$ cat src/rtl/param_datapath_pkg.sv
// Shared encodings for param_datapath: PC sequencing modes, ZN flag codes,
// ALU opcodes and the opcodes that drive the index register.
package param_datapath_pkg;

    typedef enum logic [1:0] {
        PC_INC = 2'b00,
        PC_JMP = 2'b01,
        PC_BR  = 2'b10,
        PC_RET = 2'b11
    } pc_mode_e;

    localparam logic [1:0] ZN_NONE = 2'b00;
    localparam logic [1:0] ZN_NEG  = 2'b01;
    localparam logic [1:0] ZN_ZERO = 2'b10;

    // ALU opcodes: a = ALU input register, b = selected accumulator
    localparam logic [4:0] OP_PASS = 5'b00000;
    localparam logic [4:0] OP_ADD  = 5'b00001;
    localparam logic [4:0] OP_SUB  = 5'b00010;
    localparam logic [4:0] OP_AND  = 5'b00011;
    localparam logic [4:0] OP_OR   = 5'b00100;
    localparam logic [4:0] OP_XOR  = 5'b00101;
    localparam logic [4:0] OP_NOT  = 5'b00110;
    localparam logic [4:0] OP_SHL  = 5'b00111;
    localparam logic [4:0] OP_SHR  = 5'b01000;

    localparam logic [4:0] OP_INDR_LD   = 5'b11101;
    localparam logic [4:0] OP_INDR_ADD0 = 5'b11000;
    localparam logic [4:0] OP_INDR_ADD1 = 5'b11001;

endpackage

$ cat src/rtl/alu.sv
// Accumulator ALU: combines the ALU input register (a) with the selected
// accumulator (b). Opcodes without an ALU meaning return b unchanged.
module alu
    import param_datapath_pkg::*;
#(
    parameter int DATA_W = 16
) (
    input  logic [4:0]               opcode,
    input  logic signed [DATA_W-1:0] a,
    input  logic signed [DATA_W-1:0] b,
    output logic signed [DATA_W-1:0] y
);

    always_comb begin
        y = b;
        case (opcode)
            OP_PASS: y = a;
            OP_ADD:  y = b + a;
            OP_SUB:  y = b - a;
            OP_AND:  y = b & a;
            OP_OR:   y = b | a;
            OP_XOR:  y = b ^ a;
            OP_NOT:  y = ~a;
            OP_SHL:  y = b <<< 1;
            OP_SHR:  y = b >>> 1;
            default: y = b;
        endcase
    end

endmodule

$ cat src/rtl/dp_ret_stack.sv
// LIFO return-address stack. Overflowing push / underflowing pop are dropped
// and flagged with a one-cycle err pulse; pop_data always shows the top entry.
module dp_ret_stack #(
    parameter int PC_W        = 11,
    parameter int STACK_DEPTH = 8
) (
    input  logic            CLOCK,
    input  logic            RESETn,
    input  logic            push,
    input  logic            pop,
    input  logic [PC_W-1:0] push_data,
    output logic [PC_W-1:0] pop_data,
    output logic            full,
    output logic            empty,
    output logic            err
);

    localparam int SPW = $clog2(STACK_DEPTH);
    localparam logic [SPW:0] DEPTH_CNT = (SPW + 1)'(STACK_DEPTH);
    localparam logic [SPW:0] ONE_CNT   = (SPW + 1)'(1);

    logic [PC_W-1:0] mem [STACK_DEPTH];
    logic [SPW:0]    count_q;
    logic [SPW-1:0]  top_idx;

    assign full     = (count_q == DEPTH_CNT);
    assign empty    = (count_q == '0);
    assign top_idx  = SPW'(count_q - ONE_CNT);
    assign pop_data = mem[top_idx];

    always_ff @(posedge CLOCK or negedge RESETn) begin
        if (!RESETn) begin
            count_q <= '0;
            err     <= 1'b0;
        end else begin
            err <= (push && full) || (pop && empty);
            if (push && !full)
                count_q <= count_q + ONE_CNT;
            else if (pop && !empty)
                count_q <= count_q - ONE_CNT;
        end
    end

    // Entry storage carries no reset; the pointer alone defines validity
    always_ff @(posedge CLOCK) begin
        if (push && !full)
            mem[count_q[SPW-1:0]] <= push_data;
    end

endmodule

$ cat src/rtl/param_datapath.sv
// Program-counter sequencer, NACC-entry accumulator bank with ALU, and index
// register. Define PARAM_DATAPATH_RET_STACK_EN to enable CALL/return support.
module param_datapath
    import param_datapath_pkg::*;
#(
    parameter  int DATA_W      = 16,
    parameter  int PC_W        = 11,
    parameter  int NACC        = 4,
    parameter  int STACK_DEPTH = 8,
    localparam int AW          = (NACC > 1) ? $clog2(NACC) : 1
) (
    input  logic              CLOCK,
    input  logic              RESETn,
    input  logic              HOLDn,
    input  logic              EN_PC,
    input  logic [1:0]        PC_MODE,
    input  logic              CALL,
    input  logic [4:0]        OPCODE,
    input  logic [PC_W-1:0]   OPERAND,
    input  logic              SEL_OP_MEM,
    input  logic              EN_IN,
    input  logic              EN_ACC,
    input  logic [AW-1:0]     ACC_SEL,
    input  logic              EN_INDR,
    input  logic [DATA_W-1:0] PRDATA,
    output logic [PC_W-1:0]   PC,
    output logic [DATA_W-1:0] ACC,
    output logic [1:0]        ZN,
    output logic [7:0]        INDR,
    output logic              PC_OF,
    output logic              PC_UF,
    output logic              STK_FULL,
    output logic              STK_EMPTY,
    output logic              STK_ERR
);

`ifdef PARAM_DATAPATH_RET_STACK_EN
    localparam logic STACK_EN = 1'b1;
`else
    localparam logic STACK_EN = 1'b0;
`endif

    logic [PC_W-1:0]          pc_q, pc_d, stk_data;
    logic [PC_W:0]            inc_sum, br_sum;
    logic                     pc_of_p1, pc_uf_p1, of_d, uf_d;
    logic                     push, pop, stk_full, stk_empty, stk_err;
    logic signed [DATA_W-1:0] acc_q [NACC];
    logic signed [DATA_W-1:0] in_q, alu_y, acc_sel_v;
    logic [AW-1:0]            sel;
    logic [1:0]               zn_p1;
    logic [7:0]               indr_q, op8;

    function automatic logic signed [DATA_W-1:0] sext_operand(input logic [PC_W-1:0] v);
        return DATA_W'($signed(v));
    endfunction

    function automatic logic [1:0] zn_of(input logic signed [DATA_W-1:0] v);
        if (v == '0)
            return ZN_ZERO;
        if (v[DATA_W-1])
            return ZN_NEG;
        return ZN_NONE;
    endfunction

    // Bit PC_W of the branch sum is a carry/borrow; the offset sign says which
    assign inc_sum = {1'b0, pc_q} + {{PC_W{1'b0}}, 1'b1};
    assign br_sum  = {1'b0, pc_q} + {OPERAND[PC_W-1], OPERAND};

    always_comb begin
        pc_d = pc_q;
        of_d = 1'b0;
        uf_d = 1'b0;
        push = 1'b0;
        pop  = 1'b0;
        if (EN_PC && HOLDn) begin
            case (pc_mode_e'(PC_MODE))
                PC_INC: {of_d, pc_d} = inc_sum;
                PC_JMP: begin
                    pc_d = OPERAND;
                    push = STACK_EN & CALL;
                end
                PC_BR: begin
                    pc_d = br_sum[PC_W-1:0];
                    of_d = br_sum[PC_W] & ~OPERAND[PC_W-1];
                    uf_d = br_sum[PC_W] & OPERAND[PC_W-1];
                end
                PC_RET: begin
                    pop = STACK_EN;
                    if (STACK_EN && !stk_empty)
                        pc_d = stk_data;
                    else
                        {of_d, pc_d} = inc_sum;
                end
            endcase
        end
    end

    always_ff @(posedge CLOCK or negedge RESETn) begin
        if (!RESETn) begin
            pc_q     <= '0;
            pc_of_p1 <= 1'b0;
            pc_uf_p1 <= 1'b0;
        end else begin
            pc_q     <= pc_d;
            pc_of_p1 <= of_d;
            pc_uf_p1 <= uf_d;
        end
    end

    dp_ret_stack #(
        .PC_W        (PC_W),
        .STACK_DEPTH (STACK_DEPTH)
    ) u_stack (
        .CLOCK     (CLOCK),
        .RESETn    (RESETn),
        .push      (push),
        .pop       (pop),
        .push_data (inc_sum[PC_W-1:0]),
        .pop_data  (stk_data),
        .full      (stk_full),
        .empty     (stk_empty),
        .err       (stk_err)
    );

    assign sel       = (NACC > 1) ? ACC_SEL : '0;
    assign acc_sel_v = acc_q[sel];

    alu #(
        .DATA_W (DATA_W)
    ) u_alu (
        .opcode (OPCODE),
        .a      (in_q),
        .b      (acc_sel_v),
        .y      (alu_y)
    );

    always_ff @(posedge CLOCK or negedge RESETn) begin
        if (!RESETn) begin
            in_q <= '0;
        end else if (EN_IN) begin
            in_q <= SEL_OP_MEM ? sext_operand(OPERAND) : $signed(PRDATA);
        end
    end

    always_ff @(posedge CLOCK or negedge RESETn) begin
        if (!RESETn) begin
            for (int i = 0; i < NACC; i++)
                acc_q[i] <= '0;
        end else if (EN_ACC) begin
            acc_q[sel] <= alu_y;
        end
    end

    // ZN reflects the accumulator as it stood before this edge
    always_ff @(posedge CLOCK or negedge RESETn) begin
        if (!RESETn)
            zn_p1 <= ZN_NONE;
        else
            zn_p1 <= zn_of(acc_sel_v);
    end

    assign op8 = 8'(OPERAND);

    always_ff @(posedge CLOCK or negedge RESETn) begin
        if (!RESETn) begin
            indr_q <= '0;
        end else if (EN_INDR) begin
            case (OPCODE)
                OP_INDR_LD:   indr_q <= PRDATA[7:0];
                OP_INDR_ADD0,
                OP_INDR_ADD1: indr_q <= indr_q + op8;
                default:      indr_q <= indr_q;
            endcase
        end
    end

    assign PC        = pc_q;
    assign ACC       = acc_sel_v;
    assign ZN        = zn_p1;
    assign INDR      = indr_q;
    assign PC_OF     = pc_of_p1;
    assign PC_UF     = pc_uf_p1;
    assign STK_FULL  = stk_full;
    assign STK_EMPTY = stk_empty;
    assign STK_ERR   = stk_err;

endmodule

$ cat config.mk
export PLATFORM = sky130hd
export DESIGN_NAME = param_datapath
export DESIGN_NICKNAME = d
export VERILOG_FILES = /design/src/rtl/param_datapath_pkg.sv /design/src/rtl/alu.sv /design/src/rtl/dp_ret_stack.sv /design/src/rtl/param_datapath.sv
export SDC_FILE = /design/constraint.sdc
export NUM_CORES = 1
export LEC_CHECK = 0
export CORE_ASPECT_RATIO = 0.6
export CORE_MARGIN = 1
export CORE_UTILIZATION = 35
export DETAILED_ROUTE_END_ITERATION = 16
export GPL_TIMING_DRIVEN = 1
export PLACE_DENSITY = 0.5
export SYNTH_ARGS = -nofsm -noshare
export SYNTH_HDL_FRONTEND = slang
export SYNTH_SLANG_ARGS = --single-unit
$ cat constraint.sdc
create_clock -name CLOCK -period 4.25 [get_ports CLOCK]
set_clock_uncertainty 0.2 [all_clocks]
set_input_delay 0.85 -clock CLOCK [delete_from_list [all_inputs] [get_ports CLOCK]]
set_output_delay 0.85 -clock CLOCK [all_outputs]
set_load 0.01 [all_outputs]
### Word-level counts from Yosys, hierarchy flattened

Cells that the tools add are included.

* bits of input ports: 45
* word-level logic and storage cells: 69
* register bits: 103

* bitwise gates (word level): 8
* eq/ne operators: 14
* $lt $le $gt $ge: 2
* muxes and demuxes: 21
* reduce and logical (&&, ||, !) cells: 9
* add/subtract/negate cells: 5

Operators with widths (count)
* one-hot mux 16 bit (9 select lines): 1
* bitwise mux 64 bit: 1
* 2-to-1 mux 16 bit: 4
* one-hot mux 11 bit (3 select lines): 1
* binary-select mux 16 bit (select 2 bit): 1
* demux 16 bit (select 2 bit): 1
* == test 5 x 3 -> 1 bit, second input constant: 4
* adder 16 bit: 1
* AND 16 bit: 1
* zero test 16 bit: 1
* NOT 16 bit: 1
* bitwise OR 16 bit: 1
* one-hot mux 8 bit (2 select lines): 1
* subtractor 16 bit: 1
* XOR 16 bit: 1
* == test 5 bit, second input constant: 3
* adder 11 x 1 -> 12 bit, second input constant: 1
* adder 11 x 12 -> 12 bit: 1
* == test 5 x 2 -> 1 bit, second input constant: 2
* adder 8 bit: 1
* 2-to-1 mux 2 bit: 4
* 2-to-1 mux 1 bit: 6
* == test 5 x 1 -> 1 bit, second input constant: 1
* == test 5 x 4 -> 1 bit, second input constant: 1
* other kinds (14): 18

### Logic depth before layout (Yosys ltp)

Gate-level depths: netlist of the first run.

* word-level depth: 9
* mapped depth: 16

### Cells and area by module

Synthesis of the first run repeated with hierarchy kept, for this count alone.

* cells, all modules: 1066
* area total of the unflattened synthesis: 12179.2 µm²

Modules (own cells, without submodules)
* param_datapath: area each 5666.7 µm², times used 1, cells each 500, sequential area each 2577.5 µm²
* dp_ret_stack: area each 3816.2 µm², times used 1, cells each 187, sequential area each 2767.7 µm²
* alu: area each 2696.3 µm², times used 1, cells each 379, sequential area each 0.0 µm²

### Least setup slack after synthesis of the first run

Ideal clock, no wire load.

* kind: input port to flip-flop
* start point: input port ACC_SEL[0]
* end point: register acc_q[12] (netlist bit)
* setup slack: -0.145 ns
* buffers on the path: 2
* stages on the path: 14
* arrival: 4.099 ns
* required time: 3.954 ns
* cells stage by stage: buf_6 clkbuf_1 mux4_2 inv_1 ha_1 inv_1 fa_1 a211oi_1 nor2_1 o221a_2 a311oi_2 xnor2_1 a21oi_2 o31ai_1

* longest elaborated chain between the ends: 7

RTL lines
* start: declaration: line param_datapath.sv:23 `input logic [AW-1:0] ACC_SEL,`
* NOT 2 -> 3 bit (not written as such) *: line param_datapath.sv:126 `assign acc_sel_v = acc_q[sel];`
* binary-select mux 16 bit (select 2 bit) *: line param_datapath.sv:126
* 2-to-1 mux 16 bit (not written as such) * (2 in series): line param_datapath.sv:126
* named net ACC[0]: line param_datapath.sv:27 `output logic [DATA_W-1:0] ACC,`
* subtractor 16 bit or adder 16 bit (tied branches): line alu.sv:19, alu.sv:18
* one-hot mux 16 bit (9 select lines) *: line alu.sv:16 `case (opcode)`
* bitwise mux 64 bit *: line param_datapath.sv:150 `acc_q[sel] <= alu_y;`
* end signal: indexed assignment: line param_datapath.sv:150
* end: declaration: line param_datapath.sv:47 `logic signed [DATA_W-1:0] acc_q [NACC];`

The timed path passes the listed nets; every way through them passes the cells marked *. The select of a mux whose other input is x is not followed.
A chain may end at the register's enable or synchronous reset.

### Worst setup path in the final report of the first run

* start point: input port OPCODE[0]
* end point: register acc_q[12] (netlist bit)

* longest elaborated chain between the ends: 3

RTL lines
* start: declaration: line param_datapath.sv:18 `input logic [4:0] OPCODE,`
* == test 5 x 4 -> 1 bit, or another cell as far along: line alu.sv:16
* one-hot mux 16 bit (9 select lines) *: line alu.sv:16
* bitwise mux 64 bit *: line param_datapath.sv:150

Mark *: on every way between the ends. The rest lies on a longest branch, timed or not.

==> flow_metrics.env, run 1 <==
export IMPL_cts_root_buf="clkbuf_16"
export IMPL_cts_sinks=103
export IMPL_areaGrowthSynthToFinish_pct=24.2
export IMPL_synth_cells=970
export IMPL_antenna_left=0
export IMPL_finalCritPeriodShare_pct=97.1
export IMPL_synth_main_ff_cell="dfrtp_1"
export IMPL_wl_per_cell_um=19.8
export IMPL_globalplace_congestion=0.885
export IMPL_fin_nets=1222
export IMPL_async_flop_share_pct=100
export IMPL_vias=7804
export IMPL_firstDrtPassIters=6
export IMPL_clk_pin_slew_ns=0.07
export IMPL_synth_area_sq_um=8330
export IMPL_core_area_sq_um=23200
export IMPL_finalMaxSlewViolations=0
export IMPL_crit_path_start_kind="input pin"
export IMPL_worst_slack_ns=0.125
export IMPL_finalNonFillerCells=1424
export IMPL_end_kind="flip-flop"
export IMPL_grt_overflow_total=0
export IMPL_grt_pass1_wl_mm=43.6
export IMPL_cts_buffer_depth=2
export IMPL_dp_slack_ns=-0.500
export IMPL_postSynthAreaPerCell_sq_um=8.59
export IMPL_drt_wl_total_mm=28.2
export IMPL_layout_drive_gt1_share_pct=14.5
export IMPL_die_w_um=201
export IMPL_hold_path_class="flip-flop to flip-flop"
export IMPL_clock_fmax_ghz=0.242
export IMPL_num_rows=43
export IMPL_die_area_sq_um=24400
export IMPL_relSlewSlack_pct=31.0
export IMPL_r2r_start="in_q[1]$_DFFE_PN0P_"
export IMPL_startpoint="OPCODE[0]"
export IMPL_synth_distinct_cells=78
export IMPL_hold_violations=0
export IMPL_tritoncts="done"
export IMPL_tightest_slew_ns=1.03
export IMPL_vdd_ir_drop_max_uv=195
export IMPL_critical_path_class="input pin to flip-flop"
export IMPL_pwr_density_cell_nw_per_um2=447
export IMPL_synth_edf_count=0
export IMPL_dpl_hpwl_mm=21.7
export IMPL_grt_max_degree=53
export IMPL_grt_pass1_vias=7109
export IMPL_cts_buffers=9
export IMPL_ys_ff_latch=103
export IMPL_floorplan_initialDensity_pct=35.9
export IMPL_portBuffers=82
export IMPL_antenna_found_initial=0
export IMPL_htree_num_levels=3
export IMPL_path_cells="clkdlybuf4s50_1, nor3_1, buf_4, nor2b_1, buf_4, a41oi_1, xnor2_1, ha_1, or4_1, o221a_2, a311oi_2, xnor2_1, a21oi_2, o31ai_1"
export IMPL_drt_iter0_drc=721
export IMPL_min_delay_start="acc_q[7]$_DFFE_PN0P_"
export IMPL_die_h_um=122
export IMPL_fin_crit_ns=4.12
export IMPL_rsz0062_at_grt="false"
export IMPL_yosys_warnings=0
export IMPL_cp_arrival_ns=4.20
export IMPL_cp_slowest_cell="or4_1"
export IMPL_path_max_fanout=6
export IMPL_crit_required_ns=4.32
export IMPL_status="complete, no violations"
export IMPL_viasPerCell=5.48
export IMPL_p_leak_nw=4.54
export IMPL_clock_latency_ns=0.38
export IMPL_tns_ns=0
export IMPL_seq_area_frac_synth_pct=30.9
export IMPL_num_io_pins=87
export IMPL_drv_cap=0
export IMPL_cts_hold_buf=0
export IMPL_final_util_pct=44.5
export IMPL_track_usage_pct=23.6
export IMPL_post_place_cells=1408
export IMPL_route_detailed_drc=0
export IMPL_n_antenna_cell=0
export IMPL_setup_viol=0
export IMPL_max_stage_delay_ns=0.57
[synth_stat cells, types with 4 or more instances]
cell type | count | area share (%)
o211ai_1 | 5 | 0.45
o22ai_1 | 6 | 0.45
xnor2_1 | 35 | 3.7
inv_1 | 49 | 2.2
and3_1 | 8 | 0.60
a31oi_1 | 14 | 1.1
a21o_1 | 17 | 1.5
mux2i_1 | 17 | 2.0
mux4_2 | 15 | 4.1
nor3_1 | 20 | 1.2
o21ai_1 | 13 | 0.78
nor2b_1 | 6 | 0.45
nor4_1 | 10 | 0.75
mux2_2 | 4 | 0.54
o21ai_0 | 73 | 4.4
nand2_1 | 105 | 4.7
nand2b_1 | 11 | 0.83
a221oi_1 | 14 | 1.5
nand3b_1 | 7 | 0.63
xor2_1 | 9 | 0.95
a22oi_1 | 11 | 0.99
o31ai_1 | 15 | 1.4
clkbuf_1 | 42 | 1.9
and2_1 | 5 | 0.38
a32oi_1 | 4 | 0.42
ha_1 | 70 | 11
a21oi_1 | 78 | 4.7
nand3_1 | 19 | 1.1
nor2_1 | 78 | 3.5
a21oi_2 | 4 | 0.42
o21bai_1 | 5 | 0.45
dfrtp_1 | 103 | 31
o21a_1 | 5 | 0.45
nor3b_1 | 5 | 0.45
buf_2 | 12 | 0.72
or3_1 | 4 | 0.30
[cells in the final DEF (no fill, tap or decap), types with 20 or more instances in the layout]
master,instances
a21oi_1,77
buf_4,102
clkdlybuf4s50_1,80
dfrtp_1,103
ha_1,70
inv_1,49
nand2_1,105
nor2_1,78
nor3_1,20
o21ai_0,72
xnor2_1,35
[state kept, by name, summed over array words and instances (netlist names)]
signal / cells
PC_OF: 1
ZN: 2
in_q: 16
INDR: 8
PC: 11
PC_UF: 1
acc_q: 64
[critical path, delay by kind of cell]
kind	cells	cell delay (ns)
adders and majority gates	1	0.24
and+or+nand+nor	3	0.92
AOI/OAI and AO/OA	5	1.06
buffers and inverters	3	0.77
xor gates and xnor gates	2	0.35
[area by class of cell]
| type | count | area [sq um] |
|---|---|---|
| flip-flops and latches | 103 | 2580 |
| fillers | 2342 | 12900 |
| repair buffers | 184 | 1600 |
| clock buffers | 11 | 243 |
| well taps | 315 | 394 |
| multi-input cells | 756 | 5310 |
| clock inverters | 5 | 40.0 |
| inverters | 50 | 188 |
[final timing paths]
kind	to	slack (ns)	cells after the start
min in group asynchronous	acc_q[35]$_DFFE_PN0P_	0.33	1
max reg2reg	acc_q[31]$_DFFE_PN0P_	0.30	14
max in group asynchronous	acc_q[31]$_DFFE_PN0P_	2.78	2
min	acc_q[7]$_DFFE_PN0P_	0.28	2
min reg2reg	acc_q[7]$_DFFE_PN0P_	0.28	2
max	acc_q[12]$_DFFE_PN0P_	0.13	14
[report_power, final]
part / internal (W) / switching, W / leakage [nW] / total (W)
logic: 0.00116 / 0.00123 / 3.15 / 0.00239
clock network: 0.000421 / 0.000416 / 0.141 / 0.000836
registers: 0.00122 / 0.000188 / 1.25 / 0.00140
total: 0.00280 / 0.00183 / 4.54 / 0.00463
[layer usage]
metal	vias to the layer above	share of wire, %	global-route usage (%)
li1	3810	-	-
met1	3714	55	39.5
met2	261	37	29.1
met3	17	7.4	5.26
met4	2	0.74	4.21
met5	-	0.29	2.58
[stage by stage]
stage	power [W]	hold WS, ns	instance area (sq um)
global route	0.00497	0.302	10300
finish	0.00463	0.281	10300
CTS	0.00464	0.285	10300
global placement	0.00375	0.256	10000
floorplan	0.00277	0.240	8340
detailed placement	0.00377	0.266	10000
[repair_timing]
action | 4_1_cts | 5_1_grt
gates resized for setup | 2 | 5
setup endpoints to repair | 8 | 10
buffers inserted | 0 | 0
pin swaps | 0 | 1
[logic make-up after synthesis]
logic type	synth area share, %
xor+xnor	4.62
mux	7.27
other cells	0.0901
flops	30.9
simple gates	16.8
buf+inv	5.65
compound gates	23.4
fa+ha+maj	11.2
No activity file was read; power rests on OpenSTA's default activity.
==> run 2, diff against run 1 <==
- CORE_ASPECT_RATIO: 0.6 -> 0.7
- CTS_CLUSTER_DIAMETER: unset -> 100
- CTS_CLUSTER_SIZE: unset -> 8
==> run 2 against run 1 <==
Against the previous run:
- power rose by 0.40%
- worst hold slack got worse by 0.0032 ns
- final area fell by 0.31%
- global-route usage fell by 1.2 points
- die area barely moved
- combinational power is essentially flat
==> flow_metrics.env, run 2 (synthesis results as in run 1) <==
export IMPL_worstHoldEndpoint="acc_q[59]$_DFFE_PN0P_"
export IMPL_timing_hold_ws_ns=0.278
export IMPL_p_comb_share_pct=50.9
export IMPL_core_area_sq_um=23000
export IMPL_hold_violations=0
export IMPL_setup_viol=0
export IMPL_viasPerCell=5.42
export IMPL_largest_reg_flops=64
export IMPL_hold_path_class="flip-flop to flip-flop"
export IMPL_die_area_sq_um=24400
export IMPL_antenna_found_initial=0
export IMPL_post_dp_cell_area_sq_um=9940
export IMPL_globalplace_congestion=0.868
export IMPL_rr_worst_depth=13
export IMPL_track_usage_pct=22.4
export IMPL_n_antenna_cell=0
export IMPL_relSlewSlack_pct=27.8
export IMPL_die_w_um=186
export IMPL_num_rows=46
export IMPL_vdd_ir_drop_max_uv=212
export IMPL_p_sw_w=0.00180
export IMPL_finalCritPeriodShare_pct=95.0
export IMPL_grt_pass1_vias=7058
export IMPL_tritoncts="done"
export IMPL_reg2reg_to="acc_q[47]$_DFFE_PN0P_"
export IMPL_drt_iter0_drc=670
export IMPL_finalMaxSlewViolations=0
export IMPL_pwr_share_clk_pct=19.0
export IMPL_layout_drive_gt1_share_pct=14.0
export IMPL_clk_pin_slew_ns=0.07
export IMPL_route_detailed_drc=0
export IMPL_stdcell_area_sq_um=10300
export IMPL_cp_arrival_ns=4.12
export IMPL_internal_power_w=0.00284
export IMPL_grt_pass1_wl_mm=42.0
export IMPL_cts_sinks=103
export IMPL_regMostFlops="acc_q"
export IMPL_status="complete, no violations"
export IMPL_post_place_cells=1392
export IMPL_drt_wl_total_mm=26.9
export IMPL_end_kind="flip-flop"
export IMPL_p_sw_share_pct=38.8
export IMPL_clock_latency_ns=0.37
export IMPL_final_cell_mix="105 x nand2_1, 103 x dfrtp_1, 90 x buf_4"
export IMPL_drv_cap=0
export IMPL_finalNonFillerCells=1408
export IMPL_antenna_left=0
export IMPL_min_delay_start="acc_q[59]$_DFFE_PN0P_"
export IMPL_cts_buffer_depth=2
export IMPL_grt_max_degree=62
export IMPL_num_io_pins=87
export IMPL_firstDrtPassIters=5
export IMPL_portBuffers=82
export IMPL_crit_required_ns=4.33
export IMPL_tightest_slew_ns=1.08
export IMPL_crit_path_start_kind="input pin"
export IMPL_floorplan_initialDensity_pct=36.2
export IMPL_path_max_fanout=6
export IMPL_fin_crit_ns=4.04
export IMPL_hold_depth=2
export IMPL_areaGrowthSynthToFinish_pct=23.8
export IMPL_r2r_setup_slack_ns=0.59
export IMPL_cts_buffers=9
export IMPL_dpl_hpwl_mm=20.7
export IMPL_p_leak_nw=4.51
export IMPL_pwr_density_cell_nw_per_um2=450
export IMPL_wl_per_cell_um=19.1
export IMPL_vias=7630
export IMPL_seqPwrFrac_pct=30.1
export IMPL_die_h_um=131
export IMPL_clock_fmax_ghz=0.248
export IMPL_fin_nets=1210
export IMPL_critical_path_class="input pin to flip-flop"
export IMPL_grt_overflow_total=0
export IMPL_cts_root_buf="clkbuf_16"
export IMPL_layout_commonest_cell="nand2_1"
export IMPL_htree_num_levels=3
export IMPL_r2r_start="in_q[5]$_DFFE_PN0P_"
export IMPL_final_util_pct=44.8
export IMPL_rsz0062_at_grt="false"
-- run 2: metrics by stage --
step | total power (W) | TNS [ns] | setup WS (ns)
global route | 0.00499 | 0 | 0.0197
detailed placement | 0.00372 | -10.73 | -0.413
CTS | 0.00463 | 0 | 0.0449
global placement | 0.00371 | -9.48 | -0.342
floorplan | 0.00277 | 0 | 0.0115
finish | 0.00465 | 0 | 0.211
-- run 2: layer usage --
layer / part of all wire (%) / routed length [um] / track usage, %
met1: 53 / 14300 / 35.1
met2: 40 / 10900 / 31.1
met3: 5.5 / 1470 / 4.76
met4: 0.73 / 196 / 4.08
met5: 0 / 0 / 0
-- run 2: worst max path at each step --
stage                           from                     to  slack, ns  depth (start not counted)
after global placement    ACC_SEL[0]  acc_q[26]$_DFFE_PN0P_      -0.34                         13
after CTS                 ACC_SEL[0]  acc_q[28]$_DFFE_PN0P_       0.04                         11
after global routing       OPCODE[0]  acc_q[12]$_DFFE_PN0P_       0.02                         15
after detailed placement  ACC_SEL[0]  acc_q[44]$_DFFE_PN0P_      -0.41                         11
final                      OPCODE[0]  acc_q[12]$_DFFE_PN0P_       0.21                         15
after floorplan           ACC_SEL[1]  acc_q[12]$_DFFE_PN0P_       0.01                         14
-- run 2: what timing repair did --
action,in CTS,in global routing
buffers inserted,0,1
gates resized for setup,1,11
setup endpoints to repair,8,24
hold buffers,0,0
pin swaps,0,1
-- run 2: power groups by stage --
stage / combinational [W] / clock [W] / sequential, W
after global placement: 0.00229 / 0 / 0.00141
after global routing: 0.00261 / 0.000942 / 0.00144
after CTS: 0.00232 / 0.000914 / 0.00140
final: 0.00236 / 0.000882 / 0.00140
after detailed placement: 0.00230 / 0 / 0.00142
after floorplan: 0.00138 / 0 / 0.00139
-- run 2: final cells by class --
type                    instances  area [sq um]
fillers                      2300         12700
multi-input cells             756          5350
flip-flops and latches        103          2580
repair buffers                172          1510
well taps                     312           390
clock buffers                  10           239
inverters                      50           188
clock inverters                 5          67.6
-- run 2: critical path, cell delays in order --
cell and delay [ns]:
clkdlybuf4s50_1 0.43, nor3_2 0.18, buf_4 0.16, nor2b_1 0.14
buf_4 0.18, buf_4 0.13, nor2_1 0.04, xnor2_1 0.17
ha_1 0.24, or4_4 0.50, o221a_4 0.26, a311oi_2 0.29
xnor2_1 0.17, a21oi_2 0.13, o31ai_2 0.25
